**src/rtl/bypass_scoreboard.sv**
```systemverilog
// ID-stage operand bypass and hazard unit: tracks in-flight writers, forwards the youngest
// ready producer, stalls on load-use and busy HI/LO, and resolves conditional branches.
module bypass_scoreboard #(
   parameter int unsigned DATA_W     = 32,
   parameter int unsigned REG_AW     = 5,
   parameter int unsigned STAGES     = 3,
   parameter int unsigned LOAD_STAGE = 1,
   parameter int unsigned MDU_LAT    = 32
) (
   input  logic                     clk,
   input  logic                     resetn,
   input  logic                     id_valid,
   input  logic [REG_AW-1:0]        id_rs,
   input  logic [REG_AW-1:0]        id_rt,
   input  logic                     id_rs_used,
   input  logic                     id_rt_used,
   input  logic                     id_wen,
   input  logic [REG_AW-1:0]        id_waddr,
   input  logic                     id_is_load,
   input  logic                     id_is_mdu,
   input  logic                     id_reads_hilo,
   input  logic                     flush,
   input  logic [DATA_W-1:0]        rf_rdata1,
   input  logic [DATA_W-1:0]        rf_rdata2,
   input  logic [STAGES*DATA_W-1:0] st_data,
   input  logic [2:0]               br_op,
   output logic [DATA_W-1:0]        fwd_rdata1,
   output logic [DATA_W-1:0]        fwd_rdata2,
   output logic                     stall,
   output logic                     br_taken,
   output logic                     mdu_busy,
   output logic [31:0]              stall_cnt
);

   localparam int unsigned CntW = $clog2(MDU_LAT + 1);

   logic [STAGES-1:0] valid_q;
   logic [STAGES-1:0] load_q;
   logic [REG_AW-1:0] waddr_q [STAGES];
   logic [CntW-1:0]   mdu_cnt_q;
   logic [31:0]       stall_cnt_q;

   logic              rs_haz, rt_haz, stall_int, taken_raw, insert;
   logic [DATA_W-1:0] rs_val, rt_val;

   // Returns {hazard, data}; scanning oldest-to-youngest lets the youngest match win.
   function automatic logic [DATA_W:0] lookup(input logic [REG_AW-1:0] addr,
                                              input logic [DATA_W-1:0] rf);
      logic [DATA_W:0] res;
      res = {1'b0, rf};
      for (int k = int'(STAGES) - 1; k >= 0; k--) begin
         if (valid_q[k] && waddr_q[k] == addr) begin
            if (load_q[k] && k < int'(LOAD_STAGE)) res = {1'b1, rf};
            else                                   res = {1'b0, st_data[k*DATA_W +: DATA_W]};
         end
      end
      if (addr == '0) res = '0;
      return res;
   endfunction

   always_comb begin
      {rs_haz, rs_val} = lookup(id_rs, rf_rdata1);
      {rt_haz, rt_val} = lookup(id_rt, rf_rdata2);
      mdu_busy  = (mdu_cnt_q != '0);
      stall_int = id_valid & ~flush & ((rs_haz & id_rs_used) | (rt_haz & id_rt_used) |
                                       (mdu_busy & (id_is_mdu | id_reads_hilo)));
      insert    = id_valid & id_wen & (id_waddr != '0) & ~stall_int & ~flush;

      taken_raw = 1'b0;
      case (br_op)
         3'd1:    taken_raw = (rs_val == rt_val);
         3'd2:    taken_raw = (rs_val != rt_val);
         3'd3:    taken_raw = ~rs_val[DATA_W-1];
         3'd4:    taken_raw = ~rs_val[DATA_W-1] & (rs_val != '0);
         3'd5:    taken_raw = rs_val[DATA_W-1] | (rs_val == '0);
         3'd6:    taken_raw = rs_val[DATA_W-1];
         default: taken_raw = 1'b0;
      endcase

      stall      = resetn & stall_int;
      br_taken   = resetn & ~stall_int & ~flush & taken_raw;
      fwd_rdata1 = resetn ? rs_val : '0;
      fwd_rdata2 = resetn ? rt_val : '0;
   end

   always_ff @(posedge clk) begin
      if (!resetn) begin
         valid_q     <= '0;
         load_q      <= '0;
         mdu_cnt_q   <= '0;
         stall_cnt_q <= '0;
         for (int k = 0; k < int'(STAGES); k++) waddr_q[k] <= '0;
      end else begin
         valid_q    <= {valid_q[STAGES-2:0], insert};
         load_q     <= {load_q[STAGES-2:0], id_is_load & insert};
         waddr_q[0] <= id_waddr;
         for (int k = 1; k < int'(STAGES); k++) waddr_q[k] <= waddr_q[k-1];

         if (id_valid && id_is_mdu && !stall_int && !flush) mdu_cnt_q <= CntW'(MDU_LAT);
         else if (mdu_cnt_q != '0)                          mdu_cnt_q <= mdu_cnt_q - 1'b1;

         if (stall_int && stall_cnt_q != 32'hFFFF_FFFF) stall_cnt_q <= stall_cnt_q + 32'd1;
      end
   end

   assign stall_cnt = stall_cnt_q;

endmodule
```
**config.mk**
```make
export PLATFORM = sky130hd
export DESIGN_NAME = bypass_scoreboard
export DESIGN_NICKNAME = d
export VERILOG_FILES = /design/src/rtl/bypass_scoreboard.sv
export SDC_FILE = /design/constraint.sdc
export NUM_CORES = 1
export LEC_CHECK = 0
export ABC_AREA = 1
export CAP_MARGIN = 20
export CORE_MARGIN = 2
export CORE_UTILIZATION = 45
export DETAILED_ROUTE_END_ITERATION = 6
export PLACE_DENSITY = 0.87
export SLEW_MARGIN = 10
export SYNTH_ARGS = -nofsm -noshare
export SYNTH_HDL_FRONTEND = slang
export SYNTH_SLANG_ARGS = --single-unit
export TNS_END_PERCENT = 100
```
**constraint.sdc**
```tcl
create_clock -name clk -period 2.7 [get_ports clk]
set_input_delay 0.27 -clock clk [delete_from_list [all_inputs] [get_ports clk]]
set_output_delay 0.27 -clock clk [all_outputs]
set_load 0.02 [all_outputs]
```
[Word-level counts from Yosys, hierarchy flattened]
Memory sizes are Yosys's and may differ from the RTL's.
Index checks and enable logic that the tools add are counted.
Cells by class
  add/subtract/negate cells: 2
  eq/ne operators: 15
  mux-type cells: 20
  bitwise operators: 26
  reductions and logical operators: 20
Operators by type and width (number)
  $mux 33: 7
  $mux 32: 5
  $add 32x1->32 const B: 1
  $eq 32x32->1: 1
  $logic_not 32->1: 1
  $ne 32x32->1: 1
  $ne 32x32->1 const B: 1
  $reduce_bool 32->1: 1
  $eq 5x5->1: 6
  $and 1x1->1: 15
  $mux 5: 3
  $mux 6: 2
  $logic_and 1x1->1: 10
  $logic_not 5->1: 2
  $eq 3x3->1 const B: 3
  $or 1x1->1: 7
  $eq 3x2->1 const B: 2
  $pmux 1 s6: 1
  $reduce_bool 6->1: 1
  $sub 6x1->6 const B: 1
  $reduce_bool 5->1: 1
  $not 1->1: 4
  $eq 3x1->1 const B: 1
  $logic_not 1->1: 2
  other kinds (3): 4
Storage, ports and cells
  register bits after elaboration: 42
  bits in writable memories: 15
  output and inout bits: 99
  memories: 1
Memory list
  waddr_q: depth 3, bits a word 5, read ports 3, clocked after memory_dff 0, wr ports 3, RTL line 39  | logic [REG_AW-1:0] waddr_q [STAGES];

[Longest topological paths before layout]
An unclocked memory read counts as a cell.
  depth after elaboration: 15
  gate-level depth with buffers: 22
  depth with buffers taken out: 22

[Least setup slack after synthesis]
OpenSTA, ideal clock, no wires.
  path kind: register -> output
  from: mem waddr_q[0][1]
  to: out br_taken
  arrival time: 2106 ps
  slack: 324 ps
  stages on the path, launching flop included: 20
  path through: dfxtp_1 inv_1 nand2_1 nand2_2 nor2_4 nand2_2 nor2_4 buf_6 nor2_2 a21oi_2 nand2_1 nand2_1 nand2_1 nor2_1 nand2_1 nor2_2 nand2_1 nand2_1 nand2_1 a21oi_2
RTL lines
  from (decl): RTL line 39
  to (decl): RTL line 30  | output logic br_taken,

==> summary.txt <==
Final layout
  • Most frequent cells in the layout: 468 x nand2_1, 297 x nor2_1, 221 x inv_1
  • Share of cells above drive strength 1: 0.207
  • Commonest non-fill, non-tap cell in the layout: nand2_1
  • Final net count: ~2,300
  • Layout area overhead: 64.3%

Power
  • Clk pwr share: 0.312
  • Switching Share: 0.356
  • Worst VDD drop: about 400 uV
  • Leakage: 6.96 nW
  • Internal: 2.45 mW
  • PwrDens: 282 nW/um^2
  • Combinational Power Share: 0.444
  • Net switching power: 1.35 mW
  • Reg power frac: 0.244

Synthesis
  • Register area share after synthesis: 0.139
  • Post-synth cell types: 38
  • Cells after synthesis: 1,649
  • Syn Nets: 1,839
  • Mapped Area: slightly above 8000 um^2
  • Number of flops mapped to enable cells by yosys: 0
  • Seq cells post-synth: 57
  • Ys Warns: 0
  • Ys async rst share: 0
  • Mapped Avg Cell Area: 4.97 um^2
  • Most common flop cell mapped by yosys: dfxtp_1

Floorplanning
  • I/O pin cnt: 287
  • Core area: 17,900 um^2
  • Die X: 139 um
  • Initial cell density of the core: 0.458
  • Die area: 19,300 um^2
  • Die Ht: 139 um
  • Row cnt: 49

Route
  • Wl on met1: approximately 14 mm
  • Via-per-instance ratio: 5.54
  • Drt total wl: 41.2 mm
  • Post-route ant nets: 0
  • Wire length on met3: about 5.4 mm
  • Vias: 12,900
  • 1st-pass router iterations: 7
  • Highest metal used: met4
  • Met2 wire length: 18.4 mm
  • Wire per inst: ~18 um
  • Iteration-0 DRC count of the detailed router: 1,416
  • Number of remaining DRC errors: 8

CTS
  • Num CTS Buffers: 9
  • Clock buffer depth: 2
  • Clock latency at the later pin of the worst-skew pair: 0.33 ns
  • Root Buffer: clkbuf_16
  • Worst-path clk slew: 0.05 ns
  • Clk sink count: 57
  • TritonCTS clock tree: done
  • Hold Buf Count CTS: 0
  • H-tree depth: 3

Setup path
  • Crit path arrival time: 2.99 ns
  • CP max-delay cell: dfxtp_1
  • CP startpoint kind: flip-flop
  • Critical path, cell by cell: buf_4, o21ai_2, nor2_4, nand2_2, nor2_4, buf_4, buf_16, nor2_1, nand2_1, nand2_1, nand2_1, nor2_1, nand2_1, nor2_1, nand2_1, a21oi_2, nor2_2, a21oi_2, buf_4
  • Required time of the worst setup path: 2.43 ns
  • Kind of critical path: reg -> out
  • CP max FO: 15
  • CP most frequent cell: nand2_1
  • Max stage delay on crit path: 0.32 ns
  • Critical Path End Type: output pin

Global route
  • First-pass GRT wire length: 62.3 mm
  • Largest net degree at the start of global routing: 57
  • Vias in the first global route: about 12,000
  • Initial antenna violation count: 0
  • Gr usage total: 0.398
  • Grt total ovfl: 0

Timing
  • RSZ-0062 raised after global routing: true
  • Final Max Tran Viols: 0
  • Slew margin rel.: 0.581
  • Hold WS: approximately 0.44 ns
  • Final setup violation count: 1
  • Fmax: 307 MHz
  • Least-Margin Pin Slew: 0.629 ns
  • Setup tns final: -0.558 ns
  • Fin crit period: between 3 and 4 ns
  • Clock skew: 0.00816 ns
  • Final Cycle Share: 1.21
  • Final Hold Fails: 0
  • Worst Setup Slack, final: -0.558 ns

Hold path
  • Worst min path class: reg -> reg

Job
  • Max cap viols: 0

Status
  • Failing checks: design-rule violations, negative setup slack
  • Status: complete, but fails checks

Placed design
  • Gpl congestion: 1.02
  • IO buf count: 286
  • DP HPWL: 29.3 mm
==> power groups by stage <==
stage	registers, mW	logic (mW)	clock network, mW
finish	0.926	1.69	1.19
global placement	0.934	1.58	0
CTS	0.923	1.61	1.20
floorplan	0.934	0.765	0
detailed placement	0.940	1.61	0
global route	0.929	1.80	1.23
==> per-stage QoR <==
stage / cell area (um^2) / setup WS, ns / util / total power [mW] / cells
final: 13500 / -0.558 / 0.752 / 3.80 / 2322
after global routing: 13500 / -0.724 / 0.752 / 3.97 / 2321
after CTS: 13300 / -0.401 / 0.742 / 3.73 / 2307
after detailed placement: 12500 / -1.18 / 0.701 / 2.55 / 2266
after global placement: 12500 / -1.18 / 0.701 / 2.51 / 2266
after floorplan: 8200 / 0.324 / - / 1.70 / 1649
==> flip-flops by register name, indices dropped and copies added (netlist names) <==
signal,count
stall_cnt,32
valid_q,3
mdu_cnt_q,6
load_q,1
waddr_q,15
==> kinds of logic after synthesis <==
family                     synth area share
DFF                                   0.139
and+or+nand+nor                       0.545
AOI/OAI and AO/OA                     0.118
buffers and inverters                 0.167
adders and majority gates           0.00305
muxes                               0.00122
xor gates and xnor gates             0.0267
==> critical path: cells and delay by family (launching register included) <==
family | cells | cell delay [ns]
buf+inv | 4 | 0.61
simple gates | 12 | 1.25
flops | 1 | 0.32
compound gates | 3 | 0.47
==> layout make-up <==
type                    instances  area (um^2)
clock inverters                 4         50.0
repair buffers                501         4800
inverters                     251          955
well taps                     229          287
multi-input cells            1267         5950
diodes                          1         2.50
clock buffers                  12          267
fillers                      1509         4430
flip-flops and latches         57         1160
==> synthesized netlist by cell type (7+ instances only) <==
master | count | area share
clkbuf_1 | 24 | 0.011
nand2_1 | 489 | 0.22
buf_4 | 12 | 0.011
o21bai_1 | 10 | 0.0092
a21oi_1 | 105 | 0.064
nor2_2 | 7 | 0.0053
o21ai_0 | 39 | 0.024
inv_1 | 229 | 0.10
nand4_1 | 27 | 0.021
nor4_1 | 8 | 0.0061
nand3_1 | 160 | 0.098
nor2_1 | 318 | 0.15
buf_2 | 25 | 0.015
xor2_1 | 19 | 0.020
buf_6 | 9 | 0.012
nor3_1 | 20 | 0.012
inv_2 | 19 | 0.0087
a21oi_2 | 8 | 0.0085
or2_2 | 9 | 0.0069
o21ai_1 | 10 | 0.0061
dfxtp_1 | 57 | 0.14
==> timing repair <==
action / in CTS / in global routing
cloned: 7 / 5
setup buffers: 18 / 9
setup endpoints to repair: 92 / 95
resized for setup: 150 / 178
endpoints found under the hold margin: 0 / 0
pin swaps: 18 / 24
==> metal layers <==
| layer | track usage | vias to the layer above |
|---|---|---|
| li1 | - | 5995 |
| met1 | 0.458 | 5623 |
| met2 | 0.666 | 967 |
| met3 | 0.113 | 287 |
| met4 | 0.222 | 0 |
| met5 | 0 | - |
==> final timing paths <==
kind / startpoint / depth (start not counted) / endpoint / slack, ns
max: waddr_q[0][2] / 19 / br_taken / -0.56
min: waddr_q[0][6] / 2 / waddr_q[0][11] / 0.44
max reg2reg: waddr_q[0][3] / 19 / stall_cnt[12] / 0.06
min reg2reg: waddr_q[0][6] / 2 / waddr_q[0][11] / 0.44
Note: power is estimated with default switching activity, not from simulation.
